## src/rtl/mem_arb_pkg.sv

```systemverilog
// Shared definitions for the two-port memory arbiter: default widths,
// requester port indices and the arbitration FSM state encoding.
package mem_arb_pkg;

  localparam int DEFAULT_AW = 8;
  localparam int DEFAULT_DW = 8;

  localparam logic PORT0 = 1'b0;
  localparam logic PORT1 = 1'b1;

  typedef enum logic [1:0] {
    IDLE   = 2'd0,
    SETUP  = 2'd1,
    ACCESS = 2'd2,
    RESP   = 2'd3
  } state_t;

endpackage

```

## src/rtl/mem_arbiter_if.sv

```systemverilog
// Bus bundle between two requesters, the arbiter and a shared memory.
// The slave modport is the arbiter's view; master is the requester/memory side.
interface mem_arbiter_if
  import mem_arb_pkg::*;
#(
  parameter int AW = DEFAULT_AW,
  parameter int DW = DEFAULT_DW
) ();

  logic          p0_req;
  logic          p0_we;
  logic [AW-1:0] p0_addr;
  logic [DW-1:0] p0_wdata;
  logic          p0_ack;
  logic [DW-1:0] p0_rdata;

  logic          p1_req;
  logic          p1_we;
  logic [AW-1:0] p1_addr;
  logic [DW-1:0] p1_wdata;
  logic          p1_ack;
  logic [DW-1:0] p1_rdata;

  logic [AW-1:0] mem_addr;
  logic [DW-1:0] mem_wdata;
  logic          mem_we;
  logic [DW-1:0] mem_rdata;

  modport slave (
    input  p0_req, p0_we, p0_addr, p0_wdata,
    input  p1_req, p1_we, p1_addr, p1_wdata,
    output p0_ack, p0_rdata, p1_ack, p1_rdata,
    output mem_addr, mem_wdata, mem_we,
    input  mem_rdata
  );

  modport master (
    output p0_req, p0_we, p0_addr, p0_wdata,
    output p1_req, p1_we, p1_addr, p1_wdata,
    input  p0_ack, p0_rdata, p1_ack, p1_rdata,
    input  mem_addr, mem_wdata, mem_we,
    output mem_rdata
  );

endinterface

```

## src/rtl/rr_arb2.sv

```systemverilog
// Two-way round-robin picker: a lone requester wins, on a tie the port
// that was not served last wins.
module rr_arb2
  import mem_arb_pkg::*;
(
  input  logic [1:0] req,
  input  logic       last,
  output logic       grant
);

  // Grant index from the request vector and the last-served pointer
  always_comb begin
    grant = PORT0;
    if (req == 2'b11) begin
      grant = ~last;
    end else if (req[1]) begin
      grant = PORT1;
    end
  end

endmodule

```

## src/rtl/mem_arbiter.sv

```systemverilog
// Two-port arbiter onto a single-ported combinational-read memory.
// Each access walks IDLE -> SETUP -> ACCESS -> RESP so the address is held
// one cycle either side of the write strobe; results are per-port registered.
module mem_arbiter
  import mem_arb_pkg::*;
#(
  parameter int AW = DEFAULT_AW,
  parameter int DW = DEFAULT_DW
) (
  input  logic          clk,
  input  logic          rst_n,
  mem_arbiter_if.slave  bus
);

  state_t        state;
  logic          winner;
  logic          last_served;
  logic          we_q;
  logic          mem_we_q;
  logic [AW-1:0] addr_q;
  logic [DW-1:0] wdata_q;
  logic [DW-1:0] rdata0_q;
  logic [DW-1:0] rdata1_q;
  logic          ack0_q;
  logic          ack1_q;

  logic [1:0]    req_vec;
  logic          grant;
  logic [DW-1:0] result;

  assign req_vec = {bus.p1_req, bus.p0_req};

  // A write echoes its own data back; a read takes the memory output
  assign result = we_q ? wdata_q : bus.mem_rdata;

  rr_arb2 u_pick (
    .req   (req_vec),
    .last  (last_served),
    .grant (grant)
  );

  // Arbitration FSM with all bus outputs registered
  always_ff @(posedge clk or negedge rst_n) begin
    if (!rst_n) begin
      state       <= IDLE;
      winner      <= PORT0;
      last_served <= PORT1;
      we_q        <= 1'b0;
      mem_we_q    <= 1'b0;
      addr_q      <= '0;
      wdata_q     <= '0;
      rdata0_q    <= '0;
      rdata1_q    <= '0;
      ack0_q      <= 1'b0;
      ack1_q      <= 1'b0;
    end else begin
      case (state)
        IDLE: begin
          if (|req_vec) begin
            winner <= grant;
            if (grant == PORT1) begin
              addr_q  <= bus.p1_addr;
              we_q    <= bus.p1_we;
              wdata_q <= bus.p1_wdata;
            end else begin
              addr_q  <= bus.p0_addr;
              we_q    <= bus.p0_we;
              wdata_q <= bus.p0_wdata;
            end
            state <= SETUP;
          end
        end
        SETUP: begin
          mem_we_q <= we_q;
          state    <= ACCESS;
        end
        ACCESS: begin
          mem_we_q <= 1'b0;
          if (winner == PORT1) begin
            rdata1_q <= result;
            ack1_q   <= 1'b1;
          end else begin
            rdata0_q <= result;
            ack0_q   <= 1'b1;
          end
          state <= RESP;
        end
        RESP: begin
          ack0_q      <= 1'b0;
          ack1_q      <= 1'b0;
          last_served <= winner;
          state       <= IDLE;
        end
        default: begin
          mem_we_q <= 1'b0;
          ack0_q   <= 1'b0;
          ack1_q   <= 1'b0;
          state    <= IDLE;
        end
      endcase
    end
  end

  assign bus.mem_addr  = addr_q;
  assign bus.mem_wdata = wdata_q;
  assign bus.mem_we    = mem_we_q;
  assign bus.p0_ack    = ack0_q;
  assign bus.p1_ack    = ack1_q;
  assign bus.p0_rdata  = rdata0_q;
  assign bus.p1_rdata  = rdata1_q;

endmodule

```

## src/flat_wrapper.sv

```systemverilog
// flat-port wrapper written by rule: the top's interface ports become plain ports
module mem_arbiter_flat import mem_arb_pkg::*;
#(
  parameter int AW = DEFAULT_AW,
  parameter int DW = DEFAULT_DW
)
  (clk, rst_n, bus_p0_req, bus_p0_we, bus_p0_addr, bus_p0_wdata, bus_p1_req, bus_p1_we, bus_p1_addr, bus_p1_wdata, bus_p0_ack, bus_p0_rdata, bus_p1_ack, bus_p1_rdata, bus_mem_addr, bus_mem_wdata, bus_mem_we, bus_mem_rdata);
  mem_arbiter_if #(.AW(AW), .DW(DW)) bus_i ();
  input  logic clk;
  input  logic rst_n;
  input wire logic [$bits(bus_i.p0_req)-1:0] bus_p0_req;
  input wire logic [$bits(bus_i.p0_we)-1:0] bus_p0_we;
  input wire logic [$bits(bus_i.p0_addr)-1:0] bus_p0_addr;
  input wire logic [$bits(bus_i.p0_wdata)-1:0] bus_p0_wdata;
  input wire logic [$bits(bus_i.p1_req)-1:0] bus_p1_req;
  input wire logic [$bits(bus_i.p1_we)-1:0] bus_p1_we;
  input wire logic [$bits(bus_i.p1_addr)-1:0] bus_p1_addr;
  input wire logic [$bits(bus_i.p1_wdata)-1:0] bus_p1_wdata;
  output wire logic [$bits(bus_i.p0_ack)-1:0] bus_p0_ack;
  output wire logic [$bits(bus_i.p0_rdata)-1:0] bus_p0_rdata;
  output wire logic [$bits(bus_i.p1_ack)-1:0] bus_p1_ack;
  output wire logic [$bits(bus_i.p1_rdata)-1:0] bus_p1_rdata;
  output wire logic [$bits(bus_i.mem_addr)-1:0] bus_mem_addr;
  output wire logic [$bits(bus_i.mem_wdata)-1:0] bus_mem_wdata;
  output wire logic [$bits(bus_i.mem_we)-1:0] bus_mem_we;
  input wire logic [$bits(bus_i.mem_rdata)-1:0] bus_mem_rdata;
  assign bus_i.p0_req = bus_p0_req;
  assign bus_i.p0_we = bus_p0_we;
  assign bus_i.p0_addr = bus_p0_addr;
  assign bus_i.p0_wdata = bus_p0_wdata;
  assign bus_i.p1_req = bus_p1_req;
  assign bus_i.p1_we = bus_p1_we;
  assign bus_i.p1_addr = bus_p1_addr;
  assign bus_i.p1_wdata = bus_p1_wdata;
  assign bus_p0_ack = bus_i.p0_ack;
  assign bus_p0_rdata = bus_i.p0_rdata;
  assign bus_p1_ack = bus_i.p1_ack;
  assign bus_p1_rdata = bus_i.p1_rdata;
  assign bus_mem_addr = bus_i.mem_addr;
  assign bus_mem_wdata = bus_i.mem_wdata;
  assign bus_mem_we = bus_i.mem_we;
  assign bus_i.mem_rdata = bus_mem_rdata;
  mem_arbiter #(.AW(AW), .DW(DW)) u_core (.clk(clk), .rst_n(rst_n), .bus(bus_i));
endmodule
```

## config.mk

```make
export PLATFORM = sky130hd
export DESIGN_NAME = mem_arbiter_flat
export DESIGN_NICKNAME = d
export VERILOG_FILES = /design/src/rtl/mem_arb_pkg.sv /design/src/rtl/mem_arbiter_if.sv /design/src/rtl/rr_arb2.sv /design/src/rtl/mem_arbiter.sv /design/src/flat_wrapper.sv
export SDC_FILE = /design/constraint.sdc
export NUM_CORES = 1
export LEC_CHECK = 0
export CAP_MARGIN = 20
export CORE_MARGIN = 4
export CORE_UTILIZATION = 45
export CTS_CLUSTER_DIAMETER = 80
export DETAILED_ROUTE_END_ITERATION = 10
export PLACE_DENSITY = 0.84
export SYNTH_ARGS = -nofsm -noshare
export SYNTH_HDL_FRONTEND = slang
export SYNTH_HIERARCHICAL = 1
export SYNTH_SLANG_ARGS = --single-unit
```

## constraint.sdc

```tcl
create_clock -name clk -period 2.5 [get_ports clk]
set_clock_uncertainty 0.05 [all_clocks]
set_input_delay 0.625 -clock clk [delete_from_list [all_inputs] [get_ports clk]]
set_output_delay 0.625 -clock clk [all_outputs]
set_load 0.005 [all_outputs]
```

==> results.md, run 1 <==
- The total global routing overflow is 0.
- The number of pins exceeding their max-slew limit in the final report was 0.
- VDD sags by at most 0.000611 V.
- The core region is 0.00403 mm².
- Input and output buffers added on the ports amount to 80.
- Synthesis produced 168 cells.
- Leaving out fill and tap cells, the most frequent cells in the layout are 79 x clkdlybuf4s50_1, 39 x dfrtp_1, 26 x mux2i_1, 26 x nand2_1, 17 x o21ai_0.
- The number of buffers inserted for hold repair after clock tree synthesis is 0.
- The via total after detailed routing is 1493.
- The leading cell type in the layout, fill and taps excluded is clkdlybuf4s50_1.
- At the pin with the least slew margin, the transition time is 0.598 ns.
- The tightest hold path in the finished design has a slack of 0.330 ns.
- Of the synthesized area, sequential elements account for 0.534.
- The flow ran to the end, and the final reports show no timing, DRC or antenna violations.
- The synthesized area is 0.00188 mm².
- The data required time of the worst path is 2.62 ns.
- Once detailed placement completed, the half-perimeter wirelength came to 3270 µm.
- The count of endpoints failing setup in the final report is 0.
- Among cell families on the critical path, the largest total delay comes from buffers and inverters.
- The total stage count of the critical path is 5.
- The post-CTS setup repair buffer count is 0.
- Counting the fill cells in the layout gives 313.
- The number of cell instances on the worst register-to-register path is 5.
- The die span in x is 72.6 µm.
- The via count of the first global-routing pass is 1536.
- The leakage component of the power is 1.23 nW.
- The unique cell type count in the Yosys netlist is 24.
- The CTS tree is built.
- CTS built an H-tree with a depth of 2.
- The net count of the finished layout is 303.
- For this design, the slowest cell found on the critical path is clkdlybuf4s50_1.
- During synthesis, Yosys emitted a total of 6 warnings.
- The worst setup path is launched from an input port.
- In this run the mean area of a mapped cell was 11.2 µm².
- Of the total power, the share spent switching nets is 0.320.
- The total wire length after detailed routing is 4250 µm.
- The critical path class is in -> reg.
- Of the total power, registers draw 0.366.
- For this run, the detailed router's first-pass iteration total came to 3.
- The global-route wire length before repair is 6720 µm.
- Using the TritonRoute via totals, the vias-per-cell ratio works out to 4.94.
- The initial antenna violation count is 0.
- The later-pin clock latency in the skew report is 0.29 ns.
- The data arrival time of the worst path is 2.03 ns.
- The portion of the clock cycle consumed by the worst path in the final layout is 0.763.
- The synthesized net count is 220.
- The internal power of the cells totals 2.24 mW.
- The area growth from synthesis to layout is 50.1%.
- The number of gates resized after CTS was 0.
- The worst pin sits at a relative slew slack of 0.601.
- Across every metal layer, demand over resource in global routing totals 0.169.
- The number of clock sinks seen by CTS is 40.
- STA classifies the critical path endpoint as a register.
- The maximum clock frequency is 524 MHz.
- The total negative setup slack is 0 ns.
- On the worst path, the slowest cell contributes a delay of 0.55 ns.
- The clock tree root driver cell is clkbuf_8.
- Clock tree synthesis inserted a total of 5 buffers.
- The share of total power dissipated in the clock network is 0.189.
- Dividing total power by cell area gives a power density of 1170 mW/mm².
- The antenna cell count is 0.
- The floorplan step defined a die boundary enclosing 0.00526 mm².
- The DRC violation total after the first TritonRoute iteration is 54.
- In this run the worst hold path is classified as in -> async.
- The routability congestion estimate from global placement is 0.715.
- The number of rows created at floorplan is 23.
- In this run the worst path has a maximum fanout of 15.
- The die height is 72.6 µm.
- The final hold violation count is 0.
- In this run the count of I/O pins placed on the die edge is 81.
- The worst path in the final design needs a cycle of 1.91 ns, including I/O delays and setup.
- The number of buffers between clock root and the deepest sink is 2.
- The buffer and inverter count on the worst path is 2.
- Summed over all nets, the switching power comes to 1.05 mW.
- For this configuration, the core starts out at a cell density of 0.466.
- Max-cap violations in this run came to 0.
- In this run the remaining antenna-violating nets after routing total 0.
- Of the cells placed in the final design, the portion with a size suffix greater than 1 is 0.0913.
- Of the total power, combinational logic draws 0.445.
- The critical path goes through clkdlybuf4s50_1, a21boi_2, buf_4, mux2i_1, o21ai_0.
- The final core utilization is 0.699.
- The number of synthesized register bits is 40.
- Entering global routing, the biggest net connects 41 pins.
- In the routed design, unresolved DRC markers number 0.
- Setup repair after global routing left no endpoint under its margin.
- In the final routed layout, each cell accounts on average for 14.1 µm.
- The post-CTS clock slew at the launch and capture registers of the worst setup and hold paths is 0.08 ns.
## metrics by stage
step	instances	worst slack, ns	power [mW]	cell area (µm²)
2_1_floorplan	168	1.01	1.96	1880
3_3_place_gp	294	0.360	2.64	2680
3_5_place_dp	294	0.297	2.70	2680
4_1_cts	302	0.588	3.34	2820
5_1_grt	302	0.477	3.53	2820
6_report	302	0.593	3.29	2820
## cells in the mapped netlist (all sizes together)
cell	count	share of area
a21boi	1	0.0060
a21oi	10	0.027
a31o	1	0.0047
and2	1	0.0033
buf	9	0.047
dfrtp	39	0.52
dfstp	1	0.014
ha	6	0.040
inv	3	0.0060
mux2	3	0.018
mux2i	26	0.14
nand2	26	0.052
nand2b	3	0.010
nand3b	1	0.0040
nor2	8	0.019
nor3	1	0.0027
nor3b	1	0.0067
o21ai	28	0.081
## path summary, 6_finish.rpt
kind | startpoint | end | slack, ns
worst max-delay path | bus_p1_req | u_core/bus.mem_wdata[0] | 0.59
worst min-delay path | rst_n | u_core/bus.p1_rdata[3] | 0.33
worst max register to register | u_core/state[0] | u_core/bus.p1_rdata[7] | 0.89
worst min register to register | u_core/bus.p1_ack | u_core/bus.p1_ack | 0.43
max in group asynchronous | rst_n | u_core/last_served | 1.71
min in group clk | u_core/bus.p1_ack | u_core/bus.p1_ack | 0.43
## worst register-to-register path: cells and delay by family, from the launching register on
kind	cells	cell delay (ns)
buffers and inverters	1	0.16
flip-flops	1	0.40
AO/OA/AOI/OAI	1	0.14
adder cells (fa/ha/maj)	1	0.21
AND/OR/NAND/NOR	2	0.59
## power groups by stage
| stage | combinational (mW) | sequential, mW | clock [mW] |
|---|---|---|---|
| floorplan | 0.775 | 1.18 | 0 |
| global placement | 1.43 | 1.22 | 0 |
| detailed placement | 1.48 | 1.22 | 0 |
| CTS | 1.49 | 1.21 | 0.643 |
| global route | 1.61 | 1.25 | 0.672 |
| finish | 1.46 | 1.21 | 0.623 |
## sequential cells by signal, indices dropped and copies added (netlist names), 2 cells and up
| name | count |
|---|---|
| u_core/bus.p0_rdata | 8 |
| u_core/state | 2 |
| u_core/bus.p1_rdata | 8 |
| u_core/bus.mem_addr | 8 |
| u_core/bus.mem_wdata | 8 |
## layout make-up
type / count / area, µm² / share of cell area
well taps: 50 / 62.6 / 0.0222
flip-flops and latches: 40 / 1000 / 0.356
clock inverters: 2 / 60.1 / 0.0213
clock buffers: 6 / 72.6 / 0.0258
repair buffers: 85 / 833 / 0.296
multi-input cells: 116 / 773 / 0.275
inverters: 3 / 11.3 / 0.00400
## layer usage
layer  GRT usage  vias up  routed length (µm)
met1       0.189      687                1710
met5           0        -                   0
li1            -      739                   -
met2       0.278       58                2080
met4      0.0758        0                  71
met3      0.0734        9                 388
## cells by family after synthesis
logic type	count (synthesis)	synth area share
compound gates	40	0.118
fa+ha+maj	6	0.0400
buf+inv	12	0.0534
flops	40	0.534
mux	29	0.157
simple gates	41	0.0974
Power figures use the tool's default switching activity.
==> run 2: changes to the inputs <==
--- a/config.mk
+++ b/config.mk
@@ -7,10 +7,10 @@
 export LEC_CHECK = 0
 export CAP_MARGIN = 20
 export CORE_MARGIN = 4
-export CORE_UTILIZATION = 45
+export CORE_UTILIZATION = 38
 export CTS_CLUSTER_DIAMETER = 80
 export DETAILED_ROUTE_END_ITERATION = 10
-export PLACE_DENSITY = 0.84
+export PLACE_DENSITY = 0.75
 export SYNTH_ARGS = -nofsm -noshare
 export SYNTH_HDL_FRONTEND = slang
 export SYNTH_HIERARCHICAL = 1
==> constraint.sdc (replaced) <==
create_clock -name clk -period 1.7 [get_ports clk]
set_clock_uncertainty 0.05 [all_clocks]
set_input_delay 0.425 -clock clk [delete_from_list [all_inputs] [get_ports clk]]
set_output_delay 0.425 -clock clk [all_outputs]
set_load 0.005 [all_outputs]
==> run 2 against run 1 <==
Against the previous run: combinational power grew 55%; sequential power grew 45%; critical path depth shrank 4; register-to-register slack lost 0.71 ns; count of clock-buffer cells in the layout grew 1; sequential share of layout area shrank 1.6 points; clock power grew 35%; wire length is essentially flat; non-clock buffer count grew 10; critical path type is now reg -> out; largest power group unchanged.
==> results.md, run 2 (synthesis results as in run 1) <==
- The global-route usage over all layers is 0.151 (-0.0173).
- The slack of the worst reg-to-reg path is 0.18 ns (-0.71 ns).
- The number of pins exceeding their max-slew limit in the final report is 0 (unchanged).
- The type of element launching the critical path is a register.
- The maximum VDD drop is 0.000755 V (+23%).
- The category of the worst setup path capture point is an output port.
- The maximum clock frequency is 604 MHz.
- The count of endpoints failing setup in the final report is 0 (unchanged).
- The number of buffers created by CTS came to 5 (unchanged).
- The core area came to 0.00475 mm² (+18%).
- The pin count of the biggest net entering global routing is 26 (-37%).
- The number of buffers between clock root and the deepest sink is 2 (unchanged).
- The cell at the slowest stage of the critical path is clkdlybuf4s50_1.
- The total global routing overflow is 0 (unchanged).
- The via count of the first global-routing pass was 1488 (-3.1%).
- The data required time of the worst path is 1.22 ns (-1.40 ns).
- The register area is 0.00100 mm² (unchanged).
- The total wire length after detailed routing is 4250 µm (about the same).
- The fraction of layout instances using a drive strength above 1 was 0.130 (+0.0385).
- The timing startpoint of the critical path is u_core/bus.mem_wdata[0].
- The relative slew slack is 0.658 (+0.0571).
- The global-route wire length before repair is 7270 µm (+8.2%).
- The placed cell area came to 0.00277 mm² (+3.1%).
- The worst-case hold slack came to 0.00528 ns (-0.324 ns).
- The number of buffers inserted for hold repair after clock tree synthesis is 0 (unchanged).
- The buffer and inverter count on the worst path is 1 (-1).
- The final hold violation count was 0 (unchanged).
- In the layout the commonest cells are 73 x clkdlybuf4s50_1, 39 x dfrtp_1, 26 x mux2i_1, 26 x nand2_1, 17 x o21ai_0.
- The most critical setup path has its endpoint at bus_mem_wdata[0].
- The via total after detailed routing is 1485 (-0.54%).
- The critical path goes through clkdlybuf4s50_1.
- The number of nets in the layout is 313 (+3.3%).
- The die span in x came to 78.3 µm (+7.8%).
- The initial antenna violation count is 0 (unchanged).
- The residual antenna-violating net count after detailed routing is 0 (unchanged).
- The startpoint identified for the worst register-to-register timing path is u_core/state[0].
- The routability congestion estimate from global placement is 0.711 (-0.62%).
- The flow ran to the end, and the final reports show no timing, DRC or antenna violations.
- The post-CTS clock slew at the launch and capture registers of the worst setup and hold paths is 0.08 ns (about the same).
- The worst-case setup slack after placement is -0.0992 ns (-0.397 ns).
- Setup repair after global routing left no endpoint under its margin.
- The leading cell type in the layout, fill and taps excluded is clkdlybuf4s50_1.
- The via count normalized by instance count is 4.51 (-8.7%).
- The later-pin clock latency in the skew report is 0.28 ns (about the same).
- The number of remaining DRC errors came to 0 (unchanged).
- The slew at the pin with the worst max-slew slack is 0.513 ns (-0.0857 ns).
- The number of clock sinks seen by CTS was 40 (unchanged).
- In this design, the largest share of critical-path delay is due to buffers and inverters.
- The die outline area came to 0.00612 mm² (+16%).
- The number of ports placed on the die boundary is 81 (unchanged).
- The power density of the placed cells came to 1650 mW/mm² (+41%).
- The total stage count of the critical path is 1 (-4).
- The count of input and output buffers was 80 (unchanged).
- The CTS tree is built.
- The critical path is of the reg -> out type.
- The shortest clock period the worst path allows after layout is 1.66 ns.
- The total iterations of the first detailed-routing run came to 2 (-1).
- In this run the critical register-to-register path is captured at u_core/state[1].
- The antenna cell count is 0 (unchanged).
- The clock tree root driver cell is clkbuf_8.
- The total area of multi-input combinational cells is 773 µm² (unchanged).
- The detailed-placement wirelength estimate was 3310 µm (+1.3%).
- The number of rows created at floorplan was 25 (+8.7%).
- The maximum fanout count along the critical path is 3 (-12).
- The die height is 78.3 µm (+7.8%).
- The starting density of the core is 0.394 (-0.0711).
- The area growth from synthesis to layout is 57.0%.
- The portion of the clock cycle consumed by the worst path in the final layout is 0.974.
- The H-tree depth came to 2 (unchanged).
- The number of inserted filler cells in the final layout is 425 (+36%).
- The total non-filler cell area in the finished layout is 0.00295 mm² (+4.6%).
- The type of the tightest min-delay check is in -> async.
- The data arrival time of the worst path is 1.18 ns (-0.85 ns).
- The power consumption is 4.87 mW (+48%).
- The number of cell instances on the worst register-to-register path is 4 (-1).
- The leakage component of the power is 1.36 nW (+10%).
- The number of max-capacitance violations reported is 0 (unchanged).
- The final core utilization came to 0.619 (-0.0793).
- The biggest cell delay along the critical path came to 0.52 ns (-0.03 ns).
- The worst setup margin is 0.0438 ns (-0.549 ns).
- The DRC violation total after the first TritonRoute iteration was 38 (-30%).
- The average wire per cell in the routed design is 12.9 µm (-8.2%).
run 2: cell count changes in the layout (fill, tap and decap cells not counted), moves of 2 or more:
cell,before,now
dlymetal6s2s_1,0,6
buf_4,5,13
buf_12,0,2
clkbuf_8,5,7
clkdlybuf4s50_1,79,73
run 2: layer usage:
layer / GRT usage / vias to the layer above / routed length, µm
met5: 0 / - / 0
met4: 0.0367 / 0 / 62
met3: 0.0528 / 6 / 308
met2: 0.253 / 47 / 2110
met1: 0.188 / 672 / 1770
li1: - / 760 / -
run 2: layout make-up:
cell class | count | share of cell area
clock buffers | 7 | 0.0327
multi-input cells | 116 | 0.263
flip-flops and latches | 40 | 0.340
well taps | 67 | 0.0285
clock inverters | 1 | 0.0102
repair buffers | 95 | 0.322
inverters | 3 | 0.00382
run 2: how the worst min path moves through the flow:
stage,startpoint,cells after the start,to
3_5_place_dp,rst_n,1,u_core/bus.p1_rdata[3]
3_3_place_gp,rst_n,1,u_core/bus.p1_rdata[3]
6_report,rst_n,1,u_core/bus.p1_ack
5_1_grt,rst_n,1,u_core/bus.p1_ack
2_1_floorplan,rst_n,0,u_core/bus.mem_addr[0]
4_1_cts,rst_n,1,u_core/bus.p1_ack
run 2: repair_timing:
action | in CTS | in global routing
resized for setup | 0 | 6
setup endpoints to repair | 0 | 9
setup buffers | 0 | 5
run 2: report_power, final:
group	total [mW]	switching (mW)	leakage (nW)	internal, mW
Combinational	2.27	0.904	0.819	1.36
Clock	0.842	0.323	0.0645	0.518
Sequential	1.76	0.332	0.477	1.43
run 2: per-stage QoR:
step | cells | TNS, ns
global placement | 316 | -0.638
detailed placement | 316 | -1.12
finish | 329 | 0
global route | 329 | 0
CTS | 324 | 0
floorplan | 168 | 0
==> run 3: changes to the inputs <==
--- a/config.mk
+++ b/config.mk
@@ -10,7 +10,7 @@
 export CORE_UTILIZATION = 38
 export CTS_CLUSTER_DIAMETER = 80
 export DETAILED_ROUTE_END_ITERATION = 10
-export PLACE_DENSITY = 0.75
+export PLACE_DENSITY = 0.8
 export SYNTH_ARGS = -nofsm -noshare
 export SYNTH_HDL_FRONTEND = slang
 export SYNTH_HIERARCHICAL = 1
==> run 3 against run 2 <==
Against the previous run: sequential power barely moved; power is 3.6% lower; largest cell class unchanged; critical endpoint is now bus_mem_wdata[5]; critical path depth stayed put.
==> results.md, run 3 (synthesis results as in run 1) <==
- The post-route met1 wirelength is 1820 µm (+2.6%).
- The later-pin clock latency in the skew report is 0.28 ns (about the same).
- The maximum VDD drop was 0.000703 V (-6.9%).
- The cell count after placement is 314 (-0.63%).
- The run finished with clean final reports.
- The number of buffers inserted for hold repair after clock tree synthesis came to 0 (unchanged).
- The count of input and output buffers is 80 (unchanged).
- The maximum clock frequency is 608 MHz (+0.64%).
- The data arrival time of the worst path came to 1.17 ns (about the same).
- By startpoint and endpoint, the worst setup path is classified as reg -> out.
- The residual antenna-violating net count after detailed routing is 0 (unchanged).
- The number of cell instances on the worst register-to-register path is 4 (unchanged).
- STA classifies the critical path startpoint as a register.
- The number of buffers between clock root and the deepest sink is 2 (unchanged).
- The routability congestion estimate from global placement is 0.718 (+0.97%).
- The number of ports placed on the die boundary is 81 (unchanged).
- The total length of routed met3 wires is 307 µm (-0.32%).
- The die outline area is 0.00612 mm² (unchanged).
- The met2 routed wirelength is 2240 µm (+6.0%).
- The number of clock sinks seen by CTS was 40 (unchanged).
- The number of nets in the layout is 314 (+0.32%).
- The critical path's top delay family is buffers and inverters.
- The starting density of the core was 0.394 (unchanged).
- The maximum fanout count along the critical path is 3 (unchanged).
- The antenna cell count came to 0 (unchanged).
- The number of inserted filler cells in the final layout is 417 (-1.9%).
- The die span in x is 78.3 µm (unchanged).
- The H-tree depth is 2 (unchanged).
- The portion of the clock cycle consumed by the worst path in the final layout is 0.968 (-0.00621).
- The pin count of the biggest net entering global routing is 35 (+35%).
- The leakage component of the power is 1.33 nW (-2.2%).
- The signal on the critical path passes through clkdlybuf4s50_1.
- The count of endpoints failing setup in the final report is 0 (unchanged).
- The initial antenna violation count is 0 (unchanged).
- The highest metal layer carrying signal wires in the routed design is met4.
- The global-route usage over all layers came to 0.152 (about the same).
- The register area came to 0.00100 mm² (unchanged).
- The global-route wire length before repair is 7290 µm (+0.19%).
- The total global routing overflow is 0 (unchanged).
- The data required time of the worst path was 1.22 ns (about the same).
- The core area is 0.00475 mm² (unchanged).
- The worst setup margin came to 0.0543 ns (+0.0106 ns).
- The die height is 78.3 µm (unchanged).
- From synthesis to final layout, the design area changed by 55.6%.
- The shortest clock period the worst path allows after layout was 1.65 ns (-0.0106 ns).
- The via count of the first global-routing pass was 1485 (-0.20%).
- The power density of the placed cells is 1610 mW/mm² (-2.8%).
- The worst-case setup slack after placement is -0.285 ns (-0.186 ns).
- The number of rows created at floorplan is 25 (unchanged).
- The type of the tightest min-delay check is in -> async.
- The detailed-placement wirelength estimate is 3460 µm (+4.7%).
- The biggest cell delay along the critical path is 0.51 ns (about the same).
- The DRC violation total after the first TritonRoute iteration came to 31 (-18%).
- The number of remaining DRC errors is 0 (unchanged).
- The relative slew slack was 0.657 (-0.00130).
- The via count normalized by instance count is 4.54 (+0.54%).
- The buffer and inverter count on the worst path is 1 (unchanged).
- The post-CTS clock slew at the launch and capture registers of the worst setup and hold paths is 0.07 ns (about the same).
- The number of pins exceeding their max-slew limit in the final report is 0 (unchanged).
- The slew at the pin with the worst max-slew slack was 0.514 ns (+0.00195 ns).
- The total wire length after detailed routing is 4400 µm (+3.4%).
- The total area of multi-input combinational cells is 781 µm² (+0.97%).
- The CTS tree is built.
- Leaving out fill and tap cells, the most frequent cell in the layout is clkdlybuf4s50_1.
- The average wire per cell in the routed design is 13.4 µm (+3.4%).
- The final hold violation count is 0 (unchanged).
- The via total after detailed routing came to 1493 (+0.54%).
- The filler-free cell count of the finished design is 329 (unchanged).
- The slack of the worst reg-to-reg path is 0.11 ns (-0.07 ns).
- The worst setup path is captured at an output port.
- The worst reg2reg path startpoint is u_core/state[0].
- The fraction of layout instances using a drive strength above 1 is 0.126 (-0.00382).
- The number of buffers created by CTS was 5 (unchanged).
- The worst flop-to-flop path endpoint is u_core/state[1].
- The cell at the slowest stage of the critical path is clkdlybuf4s50_1.
- The number of max-capacitance violations reported is 0 (unchanged).
- In this run the clock root is driven by a clkbuf_8.
- The library cells used most frequently in the layout, excluding fill and tap cells, are 75 x clkdlybuf4s50_1, 39 x dfrtp_1, 26 x mux2i_1, 26 x nand2_1, 17 x o21ai_0.
- The total iterations of the first detailed-routing run was 4 (+2).
==> run 3: worst max path at each step <==
stage | startpoint | end | slack [ns] | depth (start not counted)
after global routing | u_core/bus.mem_wdata[5] | bus_mem_wdata[5] | -0.003 | 1
final | u_core/bus.mem_wdata[5] | bus_mem_wdata[5] | 0.05 | 1
after floorplan | u_core/state[0] | u_core/state[1] | 0.24 | 4
after global placement | bus_p1_req | u_core/bus.mem_wdata[6] | -0.23 | 5
after detailed placement | bus_p1_req | u_core/bus.mem_wdata[6] | -0.29 | 5
after CTS | bus_p1_req | u_core/bus.mem_wdata[6] | 0.02 | 5
==> run 3: through the flow <==
stage	hold WS [ns]	power, mW	setup TNS [ns]	area (µm²)	utilization
final	0.00703	4.70	0	2920	0.614
after global routing	0.0192	5.09	-0.00345	2920	0.614
after CTS	0.00986	4.67	0	2850	0.599
after detailed placement	0.326	4.06	-3.82	2760	0.581
after global placement	0.322	3.98	-2.84	2760	0.581
after floorplan	0.0794	2.88	0	1880	-
==> run 3: layout make-up <==
cell class,count,share of cell area
Timing Repair Buffer,96,0.330
Clock inverter,1,0.00171
Sequential cell,40,0.343
Clock buffer,6,0.0249
Multi-Input combinational cell,116,0.267
Inverter,3,0.00386
Tap cell,67,0.0287
==> run 3: power breakdown <==
part           internal, mW  switching [mW]  total [mW]
sequential             1.43           0.339        1.77
clock                 0.279           0.305       0.584
combinational          1.42           0.917        2.34
total                  3.13            1.56        4.70
==> run 3: repair_timing <==
action / 4_1_cts / 5_1_grt
setup buffers: 1 / 7
gates resized for setup: 0 / 5
endpoints found under the setup margin: 1 / 9
==> run 3: layer usage <==
metal	global-route usage	up-vias
li1	-	759
met1	0.186	680
met2	0.253	48
met3	0.0596	6
met4	0.0315	0
met5	0	-
